$ cat config.mk
export PLATFORM = sky130hd
export DESIGN_NAME = oled_spi_tx_flat
export DESIGN_NICKNAME = d
export VERILOG_FILES = /design/src/rtl/oled_spi_tx_if.sv /design/src/rtl/oled_spi_tx.sv /design/src/flat_wrapper.sv
export SDC_FILE = /design/constraint.sdc
export NUM_CORES = 1
export LEC_CHECK = 0
export ABC_AREA = 1
export BUFFER_PORTS_ARGS = -buffer_cell sky130_fd_sc_hd__buf_2
export CAP_MARGIN = 20
export CELL_PAD_IN_SITES_DETAIL_PLACEMENT = 1
export CELL_PAD_IN_SITES_GLOBAL_PLACEMENT = 1
export CORE_ASPECT_RATIO = 0.5
export CORE_MARGIN = 2
export CORE_UTILIZATION = 41
export CTS_CLUSTER_SIZE = 25
export DETAILED_ROUTE_END_ITERATION = 6
export GPL_ROUTABILITY_DRIVEN = 0
export HOLD_SLACK_MARGIN = 0.05
export PLACE_DENSITY_LB_ADDON = 0.1
export SYNTH_ARGS = -nofsm -noshare
export SYNTH_HDL_FRONTEND = slang
export SYNTH_SLANG_ARGS = --single-unit
$ cat constraint.sdc
create_clock -name clk -period 1.6 [get_ports clk]
set_input_delay 0.32 -clock clk [delete_from_list [all_inputs] [get_ports clk]]
set_output_delay 0.32 -clock clk [all_outputs]
set_load 0.01 [all_outputs]
$ cat src/rtl/oled_spi_tx_if.sv
// -----------------------------------------------------------------------------
// oled_spi_tx_if
// Byte-send handshake between the OLED sequencing controller (master) and the
// SPI byte transmitter (slave).
//   send_en   : transfer request, level-sampled by the transmitter
//   send_dc   : 0 = command byte, 1 = display data byte
//   send_data : byte to serialise
//   send_busy : high while a byte (including CS# recovery) is in flight
// -----------------------------------------------------------------------------
interface oled_spi_tx_if;
  logic       send_en;
  logic       send_dc;
  logic [7:0] send_data;
  logic       send_busy;

  modport master (
    output send_en,
    output send_dc,
    output send_data,
    input  send_busy
  );

  modport slave (
    input  send_en,
    input  send_dc,
    input  send_data,
    output send_busy
  );
endinterface

$ cat src/rtl/oled_spi_tx.sv
// -----------------------------------------------------------------------------
// oled_spi_tx
// Byte-wide SPI mode-0 transmitter for an SSD1306 on the 4-wire bus.
// One byte per transaction, MSB first, CS# released between bytes.
//   clk       : system clock
//   rst_n     : asynchronous active-low reset
//   snd       : send handshake (slave side): send_en/send_dc/send_data in,
//               send_busy out
//   oled_sclk : SPI clock, idle low, half-period CLK_DIV clk cycles
//   oled_mosi : serial data, changes on SCLK falling edges
//   oled_dc   : D/C# pin, copy of the send_dc captured at accept
//   oled_cs   : chip select, active low
// Every output comes straight from a flop.
// Transaction: SETUP (N) -> 8 x (SCLK high N, low N) -> GAP (N) = 18N busy.
// -----------------------------------------------------------------------------
module oled_spi_tx #(
  parameter int CLK_DIV = 4
) (
  input  logic         clk,
  input  logic         rst_n,
  oled_spi_tx_if.slave snd,
  output logic         oled_sclk,
  output logic         oled_mosi,
  output logic         oled_dc,
  output logic         oled_cs
);

  localparam int              CW      = $clog2(CLK_DIV) + 1;
  localparam logic [CW-1:0]   CNT_MAX = CW'(CLK_DIV - 1);

  typedef enum logic [1:0] {
    IDLE,
    SETUP,
    SHIFT,
    GAP
  } state_t;

  state_t        state_q;
  logic [CW-1:0] cnt_q;     // half-period counter, 0..CLK_DIV-1
  logic [2:0]    bit_q;     // current bit slot, 0 = MSB slot
  logic [6:0]    shift_q;   // remaining bits after the one on MOSI
  logic          busy_q;
  logic          sclk_q;
  logic          mosi_q;
  logic          dc_q;
  logic          cs_q;

  logic          half_done;
  assign half_done = (cnt_q == CNT_MAX);

  always_ff @(posedge clk or negedge rst_n) begin
    if (!rst_n) begin
      state_q <= IDLE;
      cnt_q   <= '0;
      bit_q   <= '0;
      shift_q <= '0;
      busy_q  <= 1'b0;
      sclk_q  <= 1'b0;
      mosi_q  <= 1'b0;
      dc_q    <= 1'b0;
      cs_q    <= 1'b1;
    end else begin
      case (state_q)
        IDLE: begin
          cnt_q <= '0;
          if (snd.send_en) begin
            // Bit 7 goes straight to MOSI; the rest wait in the shifter.
            shift_q <= snd.send_data[6:0];
            mosi_q  <= snd.send_data[7];
            dc_q    <= snd.send_dc;
            busy_q  <= 1'b1;
            cs_q    <= 1'b0;
            sclk_q  <= 1'b0;
            bit_q   <= '0;
            state_q <= SETUP;
          end
        end

        SETUP: begin
          if (half_done) begin
            cnt_q   <= '0;
            sclk_q  <= 1'b1;
            state_q <= SHIFT;
          end else begin
            cnt_q <= cnt_q + CW'(1);
          end
        end

        SHIFT: begin
          if (half_done) begin
            cnt_q <= '0;
            if (sclk_q) begin
              // Falling edge: advance MOSI, except after bit0 which is held
              // through the last low phase.
              sclk_q <= 1'b0;
              if (bit_q != 3'd7) begin
                mosi_q  <= shift_q[6];
                shift_q <= {shift_q[5:0], 1'b0};
              end
            end else if (bit_q == 3'd7) begin
              cs_q    <= 1'b1;
              mosi_q  <= 1'b0;
              bit_q   <= '0;
              state_q <= GAP;
            end else begin
              bit_q  <= bit_q + 3'd1;
              sclk_q <= 1'b1;
            end
          end else begin
            cnt_q <= cnt_q + CW'(1);
          end
        end

        GAP: begin
          // CS# recovery time; busy stays high so the controller waits.
          if (half_done) begin
            cnt_q   <= '0;
            busy_q  <= 1'b0;
            state_q <= IDLE;
          end else begin
            cnt_q <= cnt_q + CW'(1);
          end
        end

        default: state_q <= IDLE;
      endcase
    end
  end

  assign snd.send_busy = busy_q;
  assign oled_sclk     = sclk_q;
  assign oled_mosi     = mosi_q;
  assign oled_dc       = dc_q;
  assign oled_cs       = cs_q;

endmodule

$ cat src/flat_wrapper.sv
// flat-port wrapper written by rule: the top's interface ports become plain ports
module oled_spi_tx_flat 
#(
  parameter int CLK_DIV = 4
)
  (clk, rst_n, oled_sclk, oled_mosi, oled_dc, oled_cs, snd_send_en, snd_send_dc, snd_send_data, snd_send_busy);
  oled_spi_tx_if snd_i ();
  input  logic clk;
  input  logic rst_n;
  output logic oled_sclk;
  output logic oled_mosi;
  output logic oled_dc;
  output logic oled_cs;
  input wire logic [$bits(snd_i.send_en)-1:0] snd_send_en;
  input wire logic [$bits(snd_i.send_dc)-1:0] snd_send_dc;
  input wire logic [$bits(snd_i.send_data)-1:0] snd_send_data;
  output wire logic [$bits(snd_i.send_busy)-1:0] snd_send_busy;
  assign snd_i.send_en = snd_send_en;
  assign snd_i.send_dc = snd_send_dc;
  assign snd_i.send_data = snd_send_data;
  assign snd_send_busy = snd_i.send_busy;
  oled_spi_tx #(.CLK_DIV(CLK_DIV)) u_core (.clk(clk), .rst_n(rst_n), .snd(snd_i), .oled_sclk(oled_sclk), .oled_mosi(oled_mosi), .oled_dc(oled_dc), .oled_cs(oled_cs));
endmodule
Yosys cells after proc, flatten, opt, wreduce, memory -nomap -nowiden --
Cells that the tools add are included.
Operators by class: add/sub/neg operators 2, equality and inequality tests 16, mux-type cells 38, reduce and logical (&&, ||, !) cells 13
Operator list (count):
- 7-bit 2-to-1 mux | 4
- 1-bit 2-to-1 mux | 15
- 3-bit 2-to-1 mux | 5
- 5-bit AND reduction | 3
- 7-bit one-hot mux with 2 select lines | 1
- 2-bit 2-to-1 mux | 6
- 2-bit by 1-bit inequality test with 1-bit output (second input constant) | 6
- 3-bit one-hot mux with 2 select lines | 2
- 2-bit one-hot mux with 4 select lines | 1
- 4-bit AND reduction | 2
- 3-bit by 1-bit adder with 3-bit output (second input constant) | 2
- 3-bit inequality test (second input constant) | 2
- 1-bit one-hot mux with 2 select lines | 3
- 6-bit AND reduction | 1
- 2-bit equality test (second input constant) | 2
- 2-bit inequality test (second input constant) | 2
- 2-bit nonzero test | 2
- 3-bit by 2-bit equality test with 1-bit output (second input constant) | 1
- 3-bit equality test (second input constant) | 1
- 3-bit by 1-bit inequality test with 1-bit output (second input constant) | 1
- 1-bit one-hot mux with 3 select lines | 1
- 3-bit AND reduction | 1
- 3-bit nonzero test | 1
- 3-bit OR reduction | 1
- other kinds (3) | 3
Storage, ports and cells: flip-flop bits (word level) 20, input bits 12, output and inout port bits 5, word-level logic and storage cells 78

Logic depth before layout (Yosys ltp) --
Gate-level depths: netlist (run 1).
word-level depth 5, depth in mapped cells 9, mapped depth without buffers 9

Worst setup path before layout (run 1) --
Ideal clock, no wire load.
path type reg2reg, start point register u_core.state_q[0], end point register u_core.state_q[1], library setup time 117 ps, arrival 1300 ps, data required time 1483 ps, slack 183 ps, cell stages (with the launch flop) 10, path buffers 1, clock period less this slack 1417 ps, cell sequence dfrtp_1 inv_1 ha_1 buf_4 nand2_1 nand2_1 nor2_1 nand3_1 nand2_1 nand2_1
On the way: word-level cells in the longest chain between the ends 3, elaborated cells between the ends (all ways) 12, those cells by class 9 x eq/ne; 1 x mux; 2 x reduce/logical
Ends and longest elaborated chain:
- start: declaration | line oled_spi_tx.sv:38 | state_t state_q;
- start signal: assignment | line oled_spi_tx.sv:53 | state_q <= IDLE;
- start signal: assignment | line oled_spi_tx.sv:75 | state_q <= SETUP;
- start signal: assignment | line oled_spi_tx.sv:83 | state_q <= SHIFT;
- 2-bit equality test (tied with other cells) | line oled_spi_tx.sv:63 | case (state_q)
- 2-bit by 1-bit inequality test with 1-bit output (no source line) or 2-bit inequality test (tied branches)
- 6-bit AND reduction (no source line)
Several ways; a longest one is shown, not always the timed one. A chain may end at the register's enable or synchronous reset.

Worst setup path after layout (run 1) --
start point register u_core.bit_q[0], end point register u_core.mosi_q, in the netlist u_core.oled_mosi
On the way: word-level cells in the longest chain between the ends 3, elaborated cells between the ends (all ways) 5, those cells by class 4 x eq/ne; 1 x reduce/logical
Ends and longest elaborated chain:
- start: declaration | line oled_spi_tx.sv:40 | logic [2:0] bit_q;
- start signal: assignment | line oled_spi_tx.sv:106 | bit_q <= bit_q + 3'd1;
- 3-bit inequality test or 3-bit equality test (tied branches) | line oled_spi_tx.sv:96, oled_spi_tx.sv:100
- 3-bit inequality test (no source line) or 3-bit by 1-bit inequality test with 1-bit output (tied branches)
- 5-bit AND reduction (no source line) *
- end signal: assignment | line oled_spi_tx.sv:69 | mosi_q <= snd.send_data[7];
- end signal: assignment | line oled_spi_tx.sv:97 | mosi_q <= shift_q[6];
- end: declaration | line oled_spi_tx.sv:44 | logic mosi_q;
Every way passes the cells marked *; elsewhere a longest branch is shown, timed or not.

==> flow_metrics.tcl, run 1 <==
set metrics [dict create \
    grt_pass1_wl_um 4685 \
    worst_pin_slew_ns 0.4678 \
    slew_violations 0 \
    finalCritPeriodShare_pct 92.30 \
    ys_top_cells_by_count "63 x nand2_1, 19 x dfrtp_1, 10 x ha_1, 9 x inv_1" \
    hold_violations 0 \
    maxCapViolations 0 \
    yosysMostFrequentCell "nand2_1" \
    dp.cells 207 \
    root_buffer "clkbuf_8" \
    setup_viol 0 \
    crit_family "flip-flops" \
    start_util_pct 44.80 \
    crit_arrival_ns 1.63 \
    worst-path-buf-inv 1 \
    diodes 0 \
    period_minus_slack_ns 1.477 \
    critPathMaxFanout 5 \
    drive_gt1_share_pct 27.43 \
    die_height_um 42.30 \
    whs_ns 0.3198 \
    globalRoute.totalOverflow 0 \
    portBuffers 16 \
    crit_path_end_kind "register" \
    hold_start "snd_send_dc" \
    antenna_found_initial 0 \
    io_pins 17 \
    via_per_inst 4.835 \
    die_area_mm2 0.003408 \
    grt_max_degree 21 \
    num_vias 1025 \
    static-leakage-power_nw 0.7687 \
    start_kind "register" \
    grt_pass1_vias 1056 \
    core_mm2 0.002684 \
    wire_per_inst_um 12.93 \
    grt_usage_pct 18.03 \
    netlist_top_cells_area "dfrtp_1 40%, nand2_1 20%, ha_1 10%" \
    syn_inst 151 \
    area_delta_synth_final_pct 19.87 \
    r2r-start "u_core.bit_q[0]$_DFFE_PN0P_" \
    first_pass_iters 4 \
    relSlewSlack_pct 68.81 \
    rrSetupSlack_ns 0.12 \
    synth_edf_count 0 \
    ys_ff_latch 20 \
    fin_nets 198 \
    clk_latency_ns 0.26 \
    drt_wl_total_um 2741 \
    path_clk_slew_ns 0.08 \
    syn-mean-instance-area_um2 7.963 \
    rsz0062_at_grt "false" \
    htree_levels 1 \
    ys_warn_count 0 \
    vdd_drop_max_mv 0.7770 \
    max_clock_freq_ghz 0.6772 \
    synth_top_area_share_pct 39.54 \
    die_w_um 80.59 \
    cts_buffers 3 \
    syn_area_mm2 0.001202 \
    path_cells "ha_1 -> ha_1 -> inv_1 -> nand2_2 -> o21ai_2 -> nor2_1 -> nand2_1 -> nand2_1" \
    drc 0 \
    critPathKind "register to register" \
    ant_nets 0 \
    synth.distinct_cells 23 \
    dpl.hpwl_um 2142 \
    yosysTopAreaCell "dfrtp_1" \
    synth_nets 173 \
    cts_tree "built" \
    status "finished, final reports clean" \
    cts_num_sinks 20 \
    p_per_area_mw_per_mm2 2027 \
    required_ns 1.76 \
    fin_worst_skew_ns 0.001666 \
    ys.flop_type "dfrtp_1" \
    fin_cells 212 \
    num_rows 13 \
    hp-class "primary input to register" \
    drtIter0Drc 24 \
    synth_async_sr_flop_share_pct 100.0 \
    yosysSeqAreaShare_pct 41.73 \
    max_stage_delay_ns 0.40 \
    crit_slowest_cell "dfrtp_1" \
    cp-startpoint "u_core.bit_q[0]$_DFFE_PN0P_" \
    cts_buffer_depth 2 \
]
[sequential cells by signal, summed over array words and instances (netlist names)]
name / count
u_core.oled_dc: 1
u_core.cnt_q: 3
u_core.oled_sclk: 1
u_core.oled_mosi: 1
u_core.shift_q: 7
u_core.snd.send_busy: 1
u_core.bit_q: 3
u_core.oled_cs: 1
u_core.state_q: 2
[cell type report]
type / instances / area (µm²)
sequential: 20 / 503.0
multi-input combinational: 117 / 674.4
timing repair buffer: 22 / 127.6
tap: 37 / 46.29
fill: 358 / 1242
inverter: 12 / 45.04
clock buffer: 4 / 45.04
[kinds of logic after synthesis]
kind of cell | count (synthesis) | synth area share, %
AND/OR/NAND/NOR | 90 | 34.76
buffers and inverters | 14 | 4.994
adder cells (fa/ha/maj) | 10 | 10.41
AO/OA/AOI/OAI | 17 | 8.116
flip-flops | 20 | 41.73
[metrics by stage]
stage          power [mW]  setup slack, ns  TNS [ns]  cell area (µm²)  util [%]
4_1_cts             2.867          0.03114         0             1406     52.40
6_report            2.922           0.1233         0             1441     53.71
3_5_place_dp        2.493         -0.03051  -0.03051             1351     50.35
2_1_floorplan       2.028           0.1832         0             1202         -
3_3_place_gp        2.437         -0.01750  -0.01750             1351     50.35
5_1_grt             3.223          0.02028         0             1441     53.71
[worst register-to-register path: cells and delay by family (launching register included)]
| kind | cells | cell delay (ns) |
|---|---|---|
| DFF | 1 | 0.40 |
| buffers and inverters | 1 | 0.12 |
| AOI/OAI and AO/OA | 1 | 0.17 |
| and+or+nand+nor | 4 | 0.29 |
| adders and majority gates | 2 | 0.40 |
[report_power, final]
group	internal (mW)	total (mW)	switching, mW
clock	0.178	0.355	0.177
combinational	0.681	1.70	1.02
sequential	0.726	0.866	0.140
[final timing paths]
kind | endpoint | cells past startpoint
min in group asynchronous | u_core.shift_q[1]$_DFFE_PN0P_ | 2
hold reg to reg | u_core.cnt_q[0]$_DFF_PN0_ | 1
setup / recovery | u_core.oled_mosi$_DFFE_PN0P_ | 8
max in group asynchronous | u_core.state_q[1]$_DFFE_PN0P_ | 2
setup reg to reg | u_core.oled_mosi$_DFFE_PN0P_ | 8
hold / removal | u_core.oled_dc$_DFFE_PN0P_ | 3
[timing repair]
item | 4_1_cts | 5_1_grt
endpoints found under the hold margin | 19 | 0
hold buffers | 1 | 0
pin swaps | 0 | 0
endpoints found under the setup margin | 1 | 15
setup buffers | 0 | 0
gates resized for setup | 1 | 11
[routing by layer]
metal / wire (µm) / track usage (%) / part of all wire (%)
met4: 31 / 5.085 / 1.1
met2: 1257 / 29.83 / 46
met1: 1335 / 23.14 / 49
met5: 0 / 0 / 0
met3: 117 / 5.172 / 4.3
[placed cells by master (no fill, tap or decap), drive strengths merged]
cell type,count
inv,12
dfrtp,19
a31oi,1
nor3b,1
a21oi,6
nor3,1
buf,21
dfstp,1
nand3b,3
nor2,10
nand2,66
ha,10
or2,2
nand3,7
dlygate4sd3,1
o21ai,10
clkbuf,4
Note: power is estimated with default switching activity, not from simulation.
==> run 2: changes to the inputs <==
Settings changed: ABC_AREA 1 to not set, CAP_MARGIN 20 to not set, CORE_UTILIZATION 41 to 43.
==> run 2 against run 1 <==
Net effect: the run now fails in global routing; synthesized cell count down 32%; area after synthesis decreased by 7.3%.
==> flow_metrics.tcl, run 2 <==
set metrics [dict create \
    status "aborted with a tool error" \
    haltStage "global routing" \
    tool.error "[ERROR DPL-0033] detailed placement checks failed during check placement." \
    grt_max_degree 21 \
    ys.flop_type "dfrtp_1" \
    start_util_pct 47.90 \
    netlist_top_cells_area "dfrtp_1 43%, ha_1 11%, mux2i_1 7.2%" \
    cts_buffer_depth 2 \
    synth.distinct_cells 30 \
    cts_num_sinks 20 \
    die_w_um 76.01 \
    syn-mean-instance-area_um2 10.82 \
    io_pins 17 \
    worstEpCategory "register input" \
    portBuffers 16 \
    crit_endpoint "u_core.oled_mosi$_DFFE_PN0P_/D" \
    ys_top_cells_by_count "19 x dfrtp_1, 10 x ha_1, 10 x nor2_1, 8 x mux2i_1" \
    synth_edf_count 0 \
    syn_inst 103 \
    die_height_um 40.01 \
    antenna_found_initial 0 \
    htree_levels 1 \
    yosysTopAreaCell "dfrtp_1" \
    root_buffer "clkbuf_8" \
    ys_warn_count 0 \
    synth_nets 125 \
    dpl.hpwl_um 2087 \
    cts_buffers 3 \
    syn_area_mm2 0.001115 \
    synth_top_area_share_pct 42.65 \
    ys_ff_latch 20 \
    yosysSeqAreaShare_pct 45.01 \
    yosysMostFrequentCell "dfrtp_1" \
    num_rows 12 \
    synth_async_sr_flop_share_pct 100.0 \
]
[run 2: cell types whose count changed after synthesis, sizes merged, moves of 2 or more]
cell    delta
a21o       +2
buf        +2
inv        -7
mux2       +5
mux2i      +8
nand2     -59
nand2b     +3
nand3      -5
nor2b      +2
o21ai      -5
or2        -2
[run 2: logic make-up after synthesis]
logic type	count (synthesis)	synth area share, %
adder cells (fa/ha/maj)	10	11.22
flip-flops	20	45.01
buffers and inverters	9	3.479
multiplexers	13	12.57
AND/OR/NAND/NOR	29	14.03
AO/OA/AOI/OAI	22	13.69
[run 2: metrics by stage]
step                util (%)  worst slack (ns)  instance area, µm²  TNS [ns]  cells
CTS                    67.31           -0.1609                1567    -1.421    180
detailed placement     60.59           -0.1750                1410    -1.152    170
global placement       60.59          -0.08824                1410   -0.2333    170
floorplan                  -           -0.1128                1165   -0.3409    103
[run 2: repair_timing]
item | CTS
pin swaps | 2
endpoints found under the hold margin | 19
endpoints found under the setup margin | 15
hold buffers | 1
resized for setup | 8
setup buffers | 5
==> run 3: changes to the inputs <==
Settings changed: CELL_PAD_IN_SITES_DETAIL_PLACEMENT 1 to not set, CELL_PAD_IN_SITES_GLOBAL_PLACEMENT 1 to not set, CORE_AREA set to 2 2 63 65, CORE_ASPECT_RATIO 0.5 to not set, CORE_MARGIN 2 to not set, CORE_UTILIZATION 43 to not set, CTS_CLUSTER_SIZE 25 to not set, DIE_AREA set to 0 0 65 67, HOLD_SLACK_MARGIN 0.05 to not set, PLACE_DENSITY_LB_ADDON 0.1 to 0.15.
==> run 3 against run 2 <==
Net effect: the flow now finishes, with violations (setup timing); area after synthesis did not move; synthesized cell count is the same.
==> flow_metrics.tcl, run 3 <==
set metrics [dict create \
    drtIter0Drc 21 \
    ys_top_cells_by_count "19 x dfrtp_1, 10 x ha_1, 10 x nor2_1, 8 x mux2i_1" \
    synthMuxAreaShare_pct 12.57 \
    status "finished with violations" \
    r2r-start "u_core.state_q[1]$_DFFE_PN0P_" \
    grt_pass1_vias 914 \
    grt_pass1_wl_um 4202 \
    yosysSeqAreaShare_pct 45.01 \
    reg2reg_to "u_core.oled_mosi$_DFFE_PN0P_" \
    die_height_um 67 \
    fin_worst_skew_ns 0.007771 \
    mostFrequentLayoutCell "buf_4" \
    path_clk_slew_ns 0.08 \
    vdd_drop_max_mv 0.6449 \
    hold_violations 0 \
    drt_wl_total_um 2665 \
    first_pass_iters 4 \
    io_pins 17 \
    crit_path_end_kind "register" \
    grt_usage_pct 13.13 \
    root_buffer "clkbuf_8" \
    setup_viol 12 \
    ys_warn_count 0 \
    via_per_inst 4.715 \
    wire_per_inst_um 13.81 \
    seqPwrFrac_pct 26.2 \
    area_delta_synth_final_pct 48.15 \
    fin_nets 168 \
    clk_latency_ns 0.26 \
    reg2reg_depth 6 \
    regMostFlops "u_core.shift_q" \
    syn_inst 103 \
    totalPowerFinal_mw 3.404 \
    synth_top_area_share_pct 42.65 \
    rrSetupSlack_ns -0.15 \
    die_area_mm2 0.004355 \
    yosysMostFrequentCell "dfrtp_1" \
    portBuffers 16 \
    start_util_pct 30.92 \
    grt_max_degree 21 \
    yosysTopAreaCell "dfrtp_1" \
    finalCritPeriodShare_pct 109.6 \
    swShare_pct 38.70 \
    drc 0 \
    p_comb_share_pct 63.4 \
    critPathMaxFanout 6 \
    synth_top_family_by_area "simple AND/OR/NAND/NOR gates" \
    ys_ff_latch 20 \
    cts_buffers 3 \
    synth_nets 125 \
    drive_gt1_share_pct 50.34 \
    critPathKind "register to register" \
    p_per_area_mw_per_mm2 2061 \
    htree_levels 1 \
    num_vias 910 \
    synth.distinct_cells 30 \
    synth_edf_count 0 \
    largest_reg_flops 7 \
    maxCapViolations 0 \
    fin_ws_ns -0.1543 \
    reg_top3 "u_core.shift_q x7, u_core.bit_q x3, u_core.cnt_q x3" \
    cts_num_sinks 20 \
    syn-mean-instance-area_um2 10.82 \
    worst_pin_slew_ns 0.4717 \
    synth_compound_area_share_pct 13.69 \
    synth-xor-area-share_pct 0 \
    globalRoute.totalOverflow 0 \
    start_kind "register" \
    netlist_top_cells_area "dfrtp_1 43%, ha_1 11%, mux2i_1 7.2%" \
    ant_nets 0 \
    hp-class "primary input to asynchronous set/reset pin" \
    fin_area_mm2 0.001652 \
    die_w_um 65 \
    required_ns 1.75 \
    max_clock_freq_ghz 0.5700 \
    core_mm2 0.003606 \
    relSlewSlack_pct 68.55 \
    cp-startpoint "u_core.state_q[1]$_DFFE_PN0P_" \
    final_cell_mix "22 x buf_4, 18 x dfrtp_1, 16 x buf_2" \
    p_int_mw 2.086 \
    rsz0062_at_grt "true" \
    diodes 0 \
    cts_buffer_depth 2 \
    ys.flop_type "dfrtp_1" \
    antenna_found_initial 0 \
    yosys.area_share.simple_pct 14.03 \
    p_switching_mw 1.317 \
    num_rows 22 \
    synthAdderAreaFrac_pct 11.22 \
    synth_async_sr_flop_share_pct 100.0 \
    final_core_util_pct 45.80 \
    dpl.hpwl_um 1825 \
    pwr-share-clk_pct 10.4 \
    crit_arrival_ns 1.91 \
    critPathCapture "u_core.oled_mosi$_DFFE_PN0P_" \
    static-leakage-power_nw 0.7448 \
    period_minus_slack_ns 1.754 \
    syn_area_mm2 0.001115 \
    post_dp_cell_area_mm2 0.001426 \
    cts_tree "built" \
    slew_violations 0 \
    violations "setup timing" \
]
run 3: area by class of cell:
type | instances | area [µm²]
Timing Repair Buffer | 42 | 290.3
Inverter | 5 | 21.27
Clock buffer | 4 | 45.04
Sequential cell | 20 | 503.0
Tap cell | 48 | 60.06
Multi-Input combinational cell | 74 | 732.0
Fill cell | 353 | 1954
run 3: through the flow:
step / setup WS, ns / setup TNS, ns / hold slack (ns) / std cells
4_1_cts: -0.1475 / -0.7605 / 0.02144 / 191
2_1_floorplan: -0.1128 / -0.3409 / 0.02441 / 103
3_5_place_dp: -0.1441 / -0.7252 / 0.3060 / 183
5_1_grt: -0.2396 / -1.944 / 0.03686 / 193
3_3_place_gp: -0.1483 / -0.5546 / 0.3102 / 183
6_report: -0.1543 / -0.9097 / 0.0005567 / 193
run 3: worst min-delay path by stage:
stage / endpoint / slack [ns] / depth (start not counted) / start
after global placement: u_core.snd.send_busy$_DFFE_PN0P_ / 0.31 / 1 / rst_n
after floorplan: u_core.bit_q[0]$_DFFE_PN0P_ / 0.02 / 0 / rst_n
final: u_core.oled_sclk$_DFFE_PN0P_ / 0.0006 / 1 / rst_n
after detailed placement: u_core.snd.send_busy$_DFFE_PN0P_ / 0.31 / 1 / rst_n
after CTS: u_core.oled_sclk$_DFFE_PN0P_ / 0.02 / 1 / rst_n
after global routing: u_core.bit_q[1]$_DFFE_PN0P_ / 0.04 / 1 / rst_n
run 3: what timing repair did:
action,in CTS,in global routing
cloned,1,0
setup buffers,3,2
pin swaps,2,3
resized for setup,12,16
setup endpoints to repair,14,15
hold buffers,0,0
run 3: routing by layer:
metal | GRT usage (%) | share of wire, % | vias up
met5 | 0 | 0 | -
met1 | 15.47 | 42 | 441
met2 | 23.20 | 53 | 17
met3 | 2.534 | 3.1 | 5
met4 | 5.585 | 1.5 | 0
li1 | - | - | 447
run 3: cells by family (layout without fill, tap and decap cells):
logic type               count (synthesis)  in the layout
adder cells (fa/ha/maj)                 10             10
AO/OA/AOI/OAI                           22             22
buffers and inverters                    9             51
multiplexers                            13             13
AND/OR/NAND/NOR                         29             29
flip-flops                              20             20
run 3: power by group through the flow:
stage          clock (mW)  sequential [mW]  combinational (mW)
6_report            0.353            0.892                2.16
3_5_place_dp            0            0.885                1.71
4_1_cts             0.366            0.876                1.92
2_1_floorplan           0            0.887                1.09
5_1_grt             0.394            0.923                2.35
3_3_place_gp            0            0.878                1.69
run 3: critical path: stages, from the launching register on:
cell      delay (ns)
dfrtp_2         0.45
inv_4           0.06
ha_4            0.17
mux2i_4         0.19
a21o_4          0.21
a311oi_2        0.21
mux2_1          0.34
==> run 4: changes to the inputs <==
Settings changed: PLACE_DENSITY_LB_ADDON 0.15 to not set.
==> run 4 against run 3 <==
Net effect: the flow finishes with violations (hold timing, setup timing); cell count fell by 1.0%; sequential cell count did not move; worst hold slack got worse by 0.0088 ns; global-route usage fell by 1.1 points; setup slack improved by 0.012 ns; clock-buffer cell count fell by 1; sequential share of layout area rose by 1.9 points; critical path type unchanged; critical endpoint is now u_core.state_q[1]$_DFFE_PN0P_.
==> flow_metrics.tcl, run 4 (same netlist as run 3, synthesis figures left out) <==
set metrics [dict create \
    top_layer_used "met4" \
    finalCritPeriodShare_pct 108.9 \
    num_vias 883 \
    p_switching_mw 1.161 \
    die_w_um 65 \
    start_util_pct 30.92 \
    diodes 0 \
    final_core_util_pct 43.06 \
    core_mm2 0.003606 \
    fin_worst_skew_ns 0.002433 \
    portBuffers 16 \
    critPathMaxFanout 5 \
    cts_tree "built" \
    cts_buffers 3 \
    fin_area_mm2 0.001553 \
    root_buffer "clkbuf_8" \
    drt-met1-wl_um 1060 \
    dp.cells 182 \
    route.met2.wl_um 1125 \
    reg2reg_depth 6 \
    drive_gt1_share_pct 45.45 \
    regMostFlops "u_core.shift_q" \
    holdBufCountCts 0 \
    ant_nets 0 \
    path_clk_slew_ns 0.07 \
    p_per_area_mw_per_mm2 2085 \
    hp-class "primary input to asynchronous set/reset pin" \
    relSlewSlack_pct 70.36 \
    rrSetupSlack_ns -0.14 \
    clk_latency_ns 0.26 \
    grt_max_degree 21 \
    p_int_mw 2.077 \
    grt_usage_pct 12.03 \
    critPathKind "register to register" \
    first_pass_iters 3 \
    maxCapViolations 0 \
    p_comb_share_pct 57.1 \
    worst_pin_slew_ns 0.4446 \
    crit_path_end_kind "register" \
    largest_reg_flops 7 \
    post_dp_cell_area_mm2 0.001419 \
    globalRoute.totalOverflow 0 \
    mostFrequentLayoutCell "buf_4" \
    hold_violations 19 \
    start_kind "register" \
    reg2reg_to "u_core.state_q[1]$_DFFE_PN0P_" \
    crit_arrival_ns 1.89 \
    fin_ws_ns -0.1424 \
    period_minus_slack_ns 1.742 \
    seqPwrFrac_pct 27.3 \
    antenna_found_initial 0 \
    whs_ns -0.008242 \
    slew_violations 0 \
    wl_met3_um 63 \
    htree_levels 1 \
    required_ns 1.75 \
    setup_viol 10 \
    static-leakage-power_nw 0.7299 \
    pwr-share-clk_pct 15.6 \
    wire_per_inst_um 12.14 \
    die_height_um 67 \
    num_rows 22 \
    reg_top3 "u_core.shift_q x7, u_core.bit_q x3, u_core.cnt_q x3" \
    cts_num_sinks 20 \
    place_ws_ns -0.1493 \
    area_delta_synth_final_pct 39.28 \
    violations "hold timing, setup timing" \
    status "finished with violations" \
    fin_nets 166 \
    max_clock_freq_ghz 0.5739 \
    swShare_pct 35.86 \
    vdd_drop_max_mv 0.5039 \
    dpl.hpwl_um 1777 \
    grt_pass1_wl_um 3974 \
    final_cell_mix "23 x buf_4, 18 x dfrtp_1, 16 x buf_2" \
    cts_buffer_depth 2 \
    die_area_mm2 0.004355 \
    r2r-start "u_core.state_q[0]$_DFFE_PN0P_" \
    drt_wl_total_um 2318 \
    io_pins 17 \
    grt_pass1_vias 936 \
    fin_cells 191 \
    via_per_inst 4.623 \
    drtIter0Drc 40 \
    drc 0 \
    rsz0062_at_grt "true" \
]
==> run 4: worst max-delay path by stage <==
stage	start	endpoint	slack (ns)	depth (start not counted)
after floorplan	u_core.state_q[0]$_DFFE_PN0P_	u_core.state_q[1]$_DFFE_PN0P_	-0.11	6
after global placement	u_core.bit_q[0]$_DFFE_PN0P_	u_core.state_q[1]$_DFFE_PN0P_	-0.11	6
after detailed placement	u_core.state_q[0]$_DFFE_PN0P_	u_core.oled_mosi$_DFFE_PN0P_	-0.15	6
after CTS	u_core.state_q[0]$_DFFE_PN0P_	u_core.oled_mosi$_DFFE_PN0P_	-0.14	6
after global routing	u_core.state_q[0]$_DFFE_PN0P_	u_core.oled_mosi$_DFFE_PN0P_	-0.24	6
final	u_core.state_q[0]$_DFFE_PN0P_	u_core.state_q[1]$_DFFE_PN0P_	-0.14	6
==> run 4: power by group through the flow <==
| stage | registers [mW] | logic (mW) | clock network [mW] |
|---|---|---|---|
| 2_1_floorplan | 0.887 | 1.09 | 0 |
| 3_3_place_gp | 0.883 | 1.64 | 0 |
| 3_5_place_dp | 0.903 | 1.69 | 0 |
| 4_1_cts | 0.887 | 1.79 | 0.524 |
| 5_1_grt | 0.913 | 2.04 | 0.540 |
| 6_report | 0.885 | 1.85 | 0.504 |
==> run 4: stage by stage <==
step / power (mW) / setup TNS (ns)
after detailed placement: 2.590 / -0.6537
after global placement: 2.522 / -0.2624
after floorplan: 1.979 / -0.3409
final: 3.238 / -0.5236
after global routing: 3.488 / -1.623
after CTS: 3.202 / -0.6809
==> run 4: layout make-up <==
| type | instances | area (µm²) |
|---|---|---|
| fill | 352 | 2053 |
| tap | 48 | 60.06 |
| multi-input combinational | 74 | 635.6 |
| clock buffer | 3 | 41.29 |
| timing repair buffer | 40 | 264.0 |
| inverter | 5 | 18.77 |
| sequential | 20 | 503.0 |
| clock inverter | 1 | 30.03 |
==> run 4: metal layers <==
metal,vias to the layer above,track usage [%]
met3,5,1.520
met1,425,13.53
li1,440,-
met5,-,0
met2,13,21.26
met4,0,7.979
==> run 4: worst max-delay path, cell delays in order, from the launching register on <==
cell and delay (ns):
dfrtp_1 0.41, inv_2 0.10, ha_4 0.19, nor2b_4 0.12, a21o_1 0.16, or3_4 0.35, mux2_4 0.30
==> run 4: repair_timing <==
item | 4_1_cts | 5_1_grt
setup buffers | 3 | 2
pin swaps | 0 | 1
gates resized for setup | 3 | 4
endpoints found under the setup margin | 13 | 14
